==> config.mk <==
export PLATFORM = sky130hd
export DESIGN_NAME = bcd_down_counter
export DESIGN_NICKNAME = d
export VERILOG_FILES = /design/src/rtl/bcd_down_counter.sv
export SDC_FILE = /design/constraint.sdc
export NUM_CORES = 1
export LEC_CHECK = 0
export CAP_MARGIN = 15
export CORE_AREA = 2 2 39 41
export CTS_BUF_LIST = sky130_fd_sc_hd__clkbuf_8 sky130_fd_sc_hd__clkbuf_16
export CTS_CLUSTER_SIZE = 14
export DETAILED_ROUTE_END_ITERATION = 16
export DIE_AREA = 0 0 41 43
export PLACE_DENSITY = 0.62
export SETUP_SLACK_MARGIN = 0.3
export SLEW_MARGIN = 20
export SYNTH_ARGS = -nofsm -noshare
export SYNTH_HDL_FRONTEND = slang
export SYNTH_SLANG_ARGS = --single-unit
==> constraint.sdc <==
create_clock -name CLK -period 2.55 [get_ports CLK]
set_input_delay 0.3825 -clock CLK [delete_from_list [all_inputs] [get_ports CLK]]
set_output_delay 0.3825 -clock CLK [all_outputs]
set_load 0.05 [all_outputs]
==> src/rtl/bcd_down_counter.sv <==
// Single-digit BCD down counter with parallel load, cascade enables, terminal
// count and wrap pulse. Define BCD_DOWN_COUNTER_SATURATE_EN to stop at zero.
module bcd_down_counter (
  input  logic       CLK,
  input  logic       CLR,
  input  logic       LOAD,
  input  logic       ENP,
  input  logic       ENT,
  input  logic [3:0] PRE,
  output logic [3:0] Q,
  output logic       TC,
  output logic       BORROW
);

  typedef enum logic [1:0] {
    OP_HOLD,
    OP_COUNT,
    OP_LOAD
  } op_e;

  localparam logic [3:0] DIGIT_MAX = 4'd9;

  op_e        op;
  logic [3:0] q_next;
  logic       borrow_next;

  // Load wins over count; clear is handled in the register itself.
  always_comb begin
    if (LOAD)            op = OP_LOAD;
    else if (ENP && ENT) op = OP_COUNT;
    else                 op = OP_HOLD;
  end

  always_comb begin
    // NOTE: defaults first so every path assigns both outputs and no latch is inferred.
    q_next      = Q;
    borrow_next = 1'b0;
    case (op)
      OP_LOAD: q_next = PRE;
      OP_COUNT: begin
        if (Q == 4'd0) begin
`ifdef BCD_DOWN_COUNTER_SATURATE_EN
          q_next      = 4'd0;
`else
          q_next      = DIGIT_MAX;
          borrow_next = 1'b1;
`endif
        end else if (Q > DIGIT_MAX) begin
          // Non-BCD codes recover straight to 9 without signalling a wrap.
          q_next = DIGIT_MAX;
        end else begin
          q_next = Q - 4'd1;
        end
      end
      default: q_next = Q;
    endcase
  end

  always_ff @(posedge CLK) begin
    // NOTE: non-blocking assignments keep every register sampling pre-edge values.
    if (CLR) begin
      Q      <= 4'd0;
      BORROW <= 1'b0;
    end else begin
      Q      <= q_next;
      BORROW <= borrow_next;
    end
  end

  // Borrow-ahead for the next stage; deliberately unregistered.
  assign TC = ENT & (Q == 4'd0);

endmodule

==> impl_metrics.toml <==
[grt]
grt_pass1_wl_um = 1260
grtUsageTotal_pct = 10.9
grt_overflow = 0
grt_max_degree = 8
grt_pass1_vias = 321
antenna_found_initial = 0

[layout]
final_util_pct = 38.2
diodes = 0
n_fill_cell = 142
fin_nets = 66
synthToLayoutAreaGrowth_pct = 62.1
drive_above_1_share_pct = 11.3
final_cells = 69

[sta]
final.period_utilization_pct = 76.2
hold_violations = 0
clock_skew_ns = 0.00268
fin_ws_ns = 0.607
worst_pin_slew_ns = 0.492
fin_crit_ns = 1.94
tns_ns = 0
fmax_mhz = 515
setup_viol = 0
grt_setup_unrepaired = "no"
slew_headroom_pct = 67.1
slew_viol_final = 0

[worst_hold_path]
worstHoldPathCells = 2
hold_path.class = "reg -> reg"
hp-start = "Q[1]$_SDFFE_PP0P_"
min_to = "Q[1]$_SDFFE_PP0P_"

[die]
start_util_pct = 23.6
die_h_um = 43
core_um2 = 1380
ios = 15
die_w_um = 41
num_rows = 14
dieArea_um2 = 1760

[clock_tree]
clk_path_buf_depth = 2
cts-root-buf = "clkbuf_8"
clk_latency_ns = 0.22
cts_tree = "yes"
cts_hold_buf = 0
cts.repair.resized = 0
post_cts_buffers = 0
htree_levels = 1
clk_pin_slew_ns = 0.04
cts.sinks = 5
cts_inserted_buffers = 3

[setup_path]
critical-path-slowest-cell = "clkdlybuf4s50_1"
worst-path-buf-inv = 1
setup.worst_path.end_class = "output pin"
cp_top_family = "buffers and inverters"
max_stage_delay_ns = 0.86
cp_cell_sequence = "clkdlybuf4s50_1"
worst-endpoint-required_ns = 2.17
startpoint_type = "register"
r2r_end = "Q[0]$_SDFFE_PP0P_"
r2r_cells = 5
worstReg2RegStart = "Q[0]$_SDFFE_PP0P_"
critPathMaxFanout = 7
cp.arrival_ns = 1.56
crit_type = "reg -> out"
r2r_slack_ns = 0.95

[logic_synthesis]
seq_area_frac_synth_pct = 30.7
syn-num-nets = 47
async_reset_ff_share_pct = 0
yosysTopAreaCellShare_pct = 30.7
ys.flop_type = "dfxtp_1"
ys_top_cells_by_count = "5 x dfxtp_1, 4 x inv_1, 4 x nor2_1"
syn_inst = 35
synth_area_leaders = "dfxtp_1 31%, ha_1 11%, a2111oi_1 6.1%, xnor2_1 5.4%, a211oi_1 4.6%"
synth_edf_count = 0
avgSynthCellArea_um2 = 9.33
yosysMostFrequentCell = "dfxtp_1"
yosysWarningCount = 0
synth_cell_types = 19
ys_seq_elements = 5
syn_area_um2 = 327
synth_top_area_cell = "dfxtp_1"

[detailed_routing]
routed_via_density = 4.81
drt_first_pass_iters = 4
wl_um = 779
routed-via-count = 332
drt_iter0_drc = 2
drc_errors = 0
wl_per_cell_um = 11.3
drtAntennaViolNets = 0

[run_status]
status = "finished clean"

[power_and_ir_drop]
power.total_uw = 329
power_density_nw_per_um2 = 621
peakVddDrop_mv = 0.243
p_leak_nw = 0.206

[place]
io_buffers = 14
gp_congestion = 0.768
dp_hpwl_um = 632
place_ws_ns = 0.755
numPlacedInstances = 65

[flow_run]
max_cap_violations = 0
## flip-flops by register name, summed over array words and instances (netlist names)
signal	count
Q	4
BORROW	1
## layout make-up
cell class	instances	area [um2]	area share, %
clock buffer	3	41.3	7.80
clock inverter	1	3.75	0.709
inverter	4	15.0	2.84
multi-input combinational	26	211	40.0
sequential	5	100	18.9
tap	16	20.0	3.78
timing repair buffer	14	138	26.0
## per-layer routing
metal | wire length (um) | vias to the layer above | global-route usage (%) | part of all wire (%)
met1 | 333 | 158 | 13.5 | 43
met2 | 409 | 9 | 15.3 | 53
met3 | 36 | 0 | 1.57 | 4.6
met5 | 0 | - | 0 | 0
met4 | 0 | 0 | 10.0 | 0
li1 | - | 165 | - | -
## placed cells by master, fill, tap and decap left out
cell / netlist / routed
a211oi_2: 1 / 1
o21ai_0: 2 / 2
inv_1: 4 / 5
clkbuf_8: 0 / 3
a2111oi_1: 2 / 2
ha_1: 3 / 3
buf_4: 0 / 1
and2_1: 1 / 1
o21bai_1: 1 / 1
nand3b_1: 1 / 1
nor3b_2: 1 / 1
o21a_1: 1 / 1
clkdlybuf4s50_1: 0 / 13
dfxtp_1: 5 / 5
o221a_1: 1 / 1
a211oi_1: 2 / 2
nor2_1: 4 / 4
xnor2_1: 2 / 2
nor3_1: 1 / 1
a2111o_1: 1 / 1
nor3b_1: 1 / 1
a21o_1: 1 / 1
## stage by stage
stage / hold slack, ns / cell area, um2
floorplan: 0.455 / 327
global placement: 0.556 / 484
detailed placement: 0.564 / 484
CTS: 0.570 / 529
global route: 0.587 / 529
finish: 0.567 / 529
## cell families (layout without fill, tap and decap cells)
family          Yosys count  after routing  synth area share [%]
simple gates              9              9                  16.5
buf+inv                   4             22                  4.60
flops                     5              5                  30.7
compound gates           12             12                  31.4
fa+ha+maj                 3              3                  11.5
xor+xnor                  2              2                  5.36
## how the worst max path moves through the flow
stage                       from                end  slack [ns]  cells after the start
2_1_floorplan  Q[0]$_SDFFE_PP0P_                 TC        0.64                      4
3_3_place_gp                LOAD  Q[1]$_SDFFE_PP0P_        0.77                      4
3_5_place_dp                LOAD  Q[1]$_SDFFE_PP0P_        0.75                      4
4_1_cts        Q[3]$_SDFFE_PP0P_               Q[3]        0.60                      1
5_1_grt        Q[3]$_SDFFE_PP0P_               Q[3]        0.58                      1
6_report       Q[3]$_SDFFE_PP0P_               Q[3]        0.61                      1
## power by group
group / switching, mW / internal [mW] / leakage (nW)
combinational: 0.0496 / 0.0406 / 0.138
sequential: 0.00924 / 0.0844 / 0.0414
clock: 0.0414 / 0.103 / 0.0269
Note: power is estimated with default switching activity, not from simulation.
